**src/rtl/priority_grant_sequencer.sv**
```systemverilog
`default_nettype none
// +----------------------------------------------------------------------------+
// | priority_grant_sequencer: encoder result -> offer/hold/release transaction  |
// | Rev 1.0  initial release                                                   |
// +----------------------------------------------------------------------------+
module priority_grant_sequencer #(
  parameter int NUM_REQ  = 8,
  parameter int IDX_W    = 3,
  parameter int MAX_HOLD = 16
) (
  input  logic               clk,
  input  logic               rst,
  input  logic               enc_valid,
  input  logic [IDX_W-1:0]   enc_index,
  output logic               grant_valid,
  input  logic               grant_ready,
  output logic [IDX_W-1:0]   grant_index,
  output logic [NUM_REQ-1:0] grant,
  // "release" is a reserved word in SystemVerilog, hence the longer name
  input  logic               grant_release,
  output logic [NUM_REQ-1:0] clear_req,
  output logic               timeout,
  output logic               err_index,
  output logic               busy
);

  localparam int CNT_W = $clog2(MAX_HOLD);
  localparam logic [CNT_W-1:0] HOLD_LAST = CNT_W'(MAX_HOLD - 1);
  localparam logic [NUM_REQ-1:0] ONE = {{(NUM_REQ-1){1'b0}}, 1'b1};

  typedef enum logic [1:0] {
    S_IDLE  = 2'd0,
    S_OFFER = 2'd1,
    S_HOLD  = 2'd2,
    S_DONE  = 2'd3
  } state_t;

  state_t           state;
  logic [CNT_W-1:0] hold_cnt;
  logic             index_ok;

  assign index_ok = (32'(enc_index) < NUM_REQ);

  always_ff @(posedge clk) begin
    if (rst) begin
      state       <= S_IDLE;
      hold_cnt    <= '0;
      grant_index <= '0;
      grant_valid <= 1'b0;
      grant       <= '0;
      clear_req   <= '0;
      timeout     <= 1'b0;
      err_index   <= 1'b0;
      busy        <= 1'b0;
    end else begin
      clear_req <= '0;
      timeout   <= 1'b0;
      err_index <= 1'b0;
      case (state)
        S_IDLE: begin
          if (enc_valid) begin
            if (index_ok) begin
              grant_index <= enc_index;
              grant_valid <= 1'b1;
              busy        <= 1'b1;
              state       <= S_OFFER;
            end else begin
              err_index <= 1'b1;
            end
          end
        end
        S_OFFER: begin
          if (grant_ready) begin
            grant_valid <= 1'b0;
            grant       <= ONE << grant_index;
            hold_cnt    <= '0;
            state       <= S_HOLD;
          end
        end
        S_HOLD: begin
          // Release takes priority over expiry arriving in the same cycle.
          if (grant_release || hold_cnt == HOLD_LAST) begin
            grant     <= '0;
            clear_req <= ONE << grant_index;
            timeout   <= ~grant_release;
            state     <= S_DONE;
          end else begin
            hold_cnt <= hold_cnt + 1'b1;
          end
        end
        S_DONE: begin
          busy  <= 1'b0;
          state <= S_IDLE;
        end
        default: state <= S_IDLE;
      endcase
    end
  end

endmodule
`default_nettype wire
```
**config.mk**
```make
export PLATFORM = sky130hd
export DESIGN_NAME = priority_grant_sequencer
export DESIGN_NICKNAME = d
export VERILOG_FILES = /design/src/rtl/priority_grant_sequencer.sv
export SDC_FILE = /design/constraint.sdc
export NUM_CORES = 1
export LEC_CHECK = 0
export BUFFER_PORTS_ARGS = -buffer_cell sky130_fd_sc_hd__buf_2
export CAP_MARGIN = 20
export CORE_AREA = 2 2 49 51
export DETAILED_ROUTE_END_ITERATION = 16
export DIE_AREA = 0 0 51 53
export PLACE_DENSITY = 0.79
export SLEW_MARGIN = 20
export SYNTH_ARGS = -nofsm -noshare
export SYNTH_HDL_FRONTEND = slang
export SYNTH_SLANG_ARGS = --single-unit
```
**constraint.sdc**
```tcl
create_clock -name clk -period 3.5 [get_ports clk]
set_clock_uncertainty 0.15 [all_clocks]
set_input_delay 0.35 -clock clk [delete_from_list [all_inputs] [get_ports clk]]
set_output_delay 0.35 -clock clk [all_outputs]
set_load 0.05 [all_outputs]
```
==> impl_results.md <==
* Top layer in use: met4
* Setup Buffers After CTS at 0
* Die Height at 53 µm
* Syn Inst Count at 123
* Clk pwr share at 22.5%
* WL met3 at 104 µm
* Total number of vias at 974
* Combinational power share at a little over a third
* Number of flops mapped to enable cells by yosys at 0
* Grt ovf at 0
* Top_reg_cell synth: dfxtp_1
* Clock Path Buffers at 2
* Flop pwr share at 41.5%
* Largest net degree at the start of global routing at 17
* Outcome: finished, final reports clean
* Hold_sp: grant_release
* Crit-path slowest cell: nor4_1
* Mapped Nets at ~140
* FF+latch count, synth at 28
* Final period util at 53.9%
* Cell variety after synth at 31
* Switch Pwr at about 360 µW
* Die Width at 51 µm
* CTS H-tree lvls at 1
* Worst vdd ir at 0.403 mV
* # fillers at 200
* Crit path arrival time at between 2000 and 2500 ps
* Minimum clock period at 1890 ps
* Worst Hold Endpoint: timeout
* CP cell instances: inv_1 -> ha_1 -> nor4_1 -> a32o_1
* DR iter-0 viols at 21
* Hold Fails Final Rpt at 0
* Vias in the first global route at 800
* Register area at 561 µm²
* Starting Density at 53.2%
* Antenna-violating nets left at 0
* Layout cells sized above 1 at 23.8%
* Max-Cap Viols at 0
* RSZ-0062 raised after global routing: false
* Pwr/cell area at 692 nW/µm²
* CP Max Fanout at 13
* Final net count at 165
* Global Route Usage Sum at 16.9%
* Gpl congestion at roughly 0.74
* Post-synthesis sequential area ratio at 49.1%
* Class of the tightest hold or removal check: in2reg
* Setup crit start kind: flop
* Avg Vias per Cell at 5.44
* Worst-path clk slew at 140 ps
* Mapped Avg Cell Area at 9.29 µm²
* Leakage at 0.589 nW
* Crit-path max cell delay at 620 ps
* Crit path max-delay family: simple AND/OR/NAND/NOR gates
* Port Buffers at 29
* Fmax at 0.530 GHz
* Max_slew headroom at between 50% and 60%
* Crit path capture type: flop
* Clock root cell: clkbuf_4
* Critical path class: reg2reg
* Post-cts gate resize count at 0
* Cts bufs inserted at 3
* Post-CTS Hold Buffers at 0
* Worst r2r path cells at 4
* Post-Syn Area at ~1100 µm²
* Ant. Diodes at 0
* Fraction of registers with async set/reset at 0%
* Met2 WL at roughly 1.0 mm
* M1 WL at 970 µm
* Fin Setup TNS at 0 ps
* CTS tree: built
* Layout area overhead at 18.2%
* End of the worst register-to-register path: grant[4]
* Initial antenna violation count at 0
* CORE AREA at 2150 µm²
* Area of the multi-input gates at 531 µm²
* Pre-antenna DRT Iters at 4
* First-pass GRT wire length at around 3.4 mm
* Switch share at 38.4%
* CP Data Required Time at 3630 ps
* Clock Latency Late Sink at roughly 330 ps
* Power Internal at 576 µW
* Num rows at 17
* Clk sinks at 28
* Reg2reg setup slack at 1610 ps
* Total Wirelength at around 2.1 mm
* Die area at 2700 µm²
* # setup viols final at 0
* DP Wirelength at 1.61 mm
* Worst Tran Pin Value at around 620 ps
* Buf+Inv Stages, Crit Path at 1
* Worst path depth at 4
* R2r startpoint: state[0]
* Number of cells on the worst hold path at 2
* DR WL/cell at 11.9 µm
* Total power at 935 µW
* Max-slew violations at 0
* Ports at 31
* Synth warn at 0
* DRC Markers at 0
cells by family (layout without fill, tap and decap cells):
kind of cell | count (synthesis) | in the layout | synth area share (%)
AO/OA/AOI/OAI | 26 | 26 | 17.9
other | 1 | 1 | 0.328
multiplexers | 3 | 3 | 2.63
buffers and inverters | 12 | 40 | 4.49
flip-flops | 28 | 28 | 49.1
AND/OR/NAND/NOR | 48 | 48 | 20.2
adder cells (fa/ha/maj) | 5 | 5 | 5.48
worst max-delay path by stage:
| stage | end | from | slack [ps] |
|---|---|---|---|
| floorplan | state[1] | state[0] | 1900 |
| global placement | grant[5] | state[0] | 1730 |
| detailed placement | grant[1] | state[0] | 1640 |
| CTS | grant[4] | state[0] | 1610 |
| global route | grant[4] | state[0] | 1460 |
| finish | grant[4] | state[0] | 1610 |
cells in the mapped netlist, types with 2 or more instances:
cell | count | area share, %
a21oi_1 | 8 | 3.5
clkbuf_1 | 2 | 0.66
ha_1 | 5 | 5.5
inv_1 | 7 | 2.3
nor4_1 | 2 | 1.1
nor2_1 | 12 | 3.9
dfxtp_1 | 28 | 49
nand3_1 | 5 | 2.2
nand2b_1 | 4 | 2.2
a32o_1 | 4 | 3.5
o21ai_0 | 3 | 1.3
a31oi_1 | 2 | 1.1
o2bb2ai_1 | 5 | 3.8
nand2_1 | 14 | 4.6
nor3_1 | 3 | 1.3
nor2b_1 | 2 | 1.1
mux2i_1 | 3 | 2.6
per-stage QoR:
step / cells / hold slack (ps) / setup WS, ps / cell area [µm²] / util [%]
floorplan: 123 / 272 / 1900 / 1140 / -
global placement: 175 / 295 / 1730 / 1300 / 60.4
detailed placement: 175 / 298 / 1640 / 1300 / 60.4
CTS: 179 / 72.4 / 1610 / 1350 / 62.8
global route: 179 / 74.8 / 1460 / 1350 / 62.8
finish: 179 / 79.9 / 1610 / 1350 / 62.8
state kept, by name (all words and copies together), names as in the netlist:
register	flops
state	2
hold_cnt	4
busy	1
grant_index	3
grant_valid	1
grant	8
clear_req	8
timeout	1
layout by cell type (no fill, tap or decap), types with 2 or more instances in the layout:
cell type	netlist	final
buf_2	1	29
dfxtp_1	28	28
nand2_1	14	14
nor2_1	12	12
a21oi_1	8	8
inv_1	7	7
o2bb2ai_1	5	5
nand3_1	5	5
ha_1	5	5
nand2b_1	4	4
a32o_1	4	4
nor3_1	3	3
mux2i_1	3	3
o21ai_0	3	3
clkbuf_4	0	3
nor2b_1	2	2
a31oi_1	2	2
nor4_1	2	2
power by group through the flow:
stage          clock network [mW]  registers (mW)  logic (mW)
6_report                    0.210           0.388       0.337
3_5_place_dp                    0           0.395       0.338
5_1_grt                     0.230           0.394       0.372
3_3_place_gp                    0           0.391       0.332
4_1_cts                     0.215           0.388       0.339
2_1_floorplan                   0           0.465       0.199
layer usage:
metal,track usage [%],up-vias
met5,0,-
li1,-,485
met4,9.46,0
met3,3.39,5
met1,20.1,454
met2,28.6,30
cell type report:
type                            count  area share, %
Multi-Input combinational cell     83           39.3
Tap cell                           28           2.60
Inverter                            7           1.95
Clock inverter                      1           2.22
Clock buffer                        3           1.67
Timing Repair Buffer               29           10.8
Sequential cell                    28           41.5
Note: power is estimated with default switching activity, not from simulation.
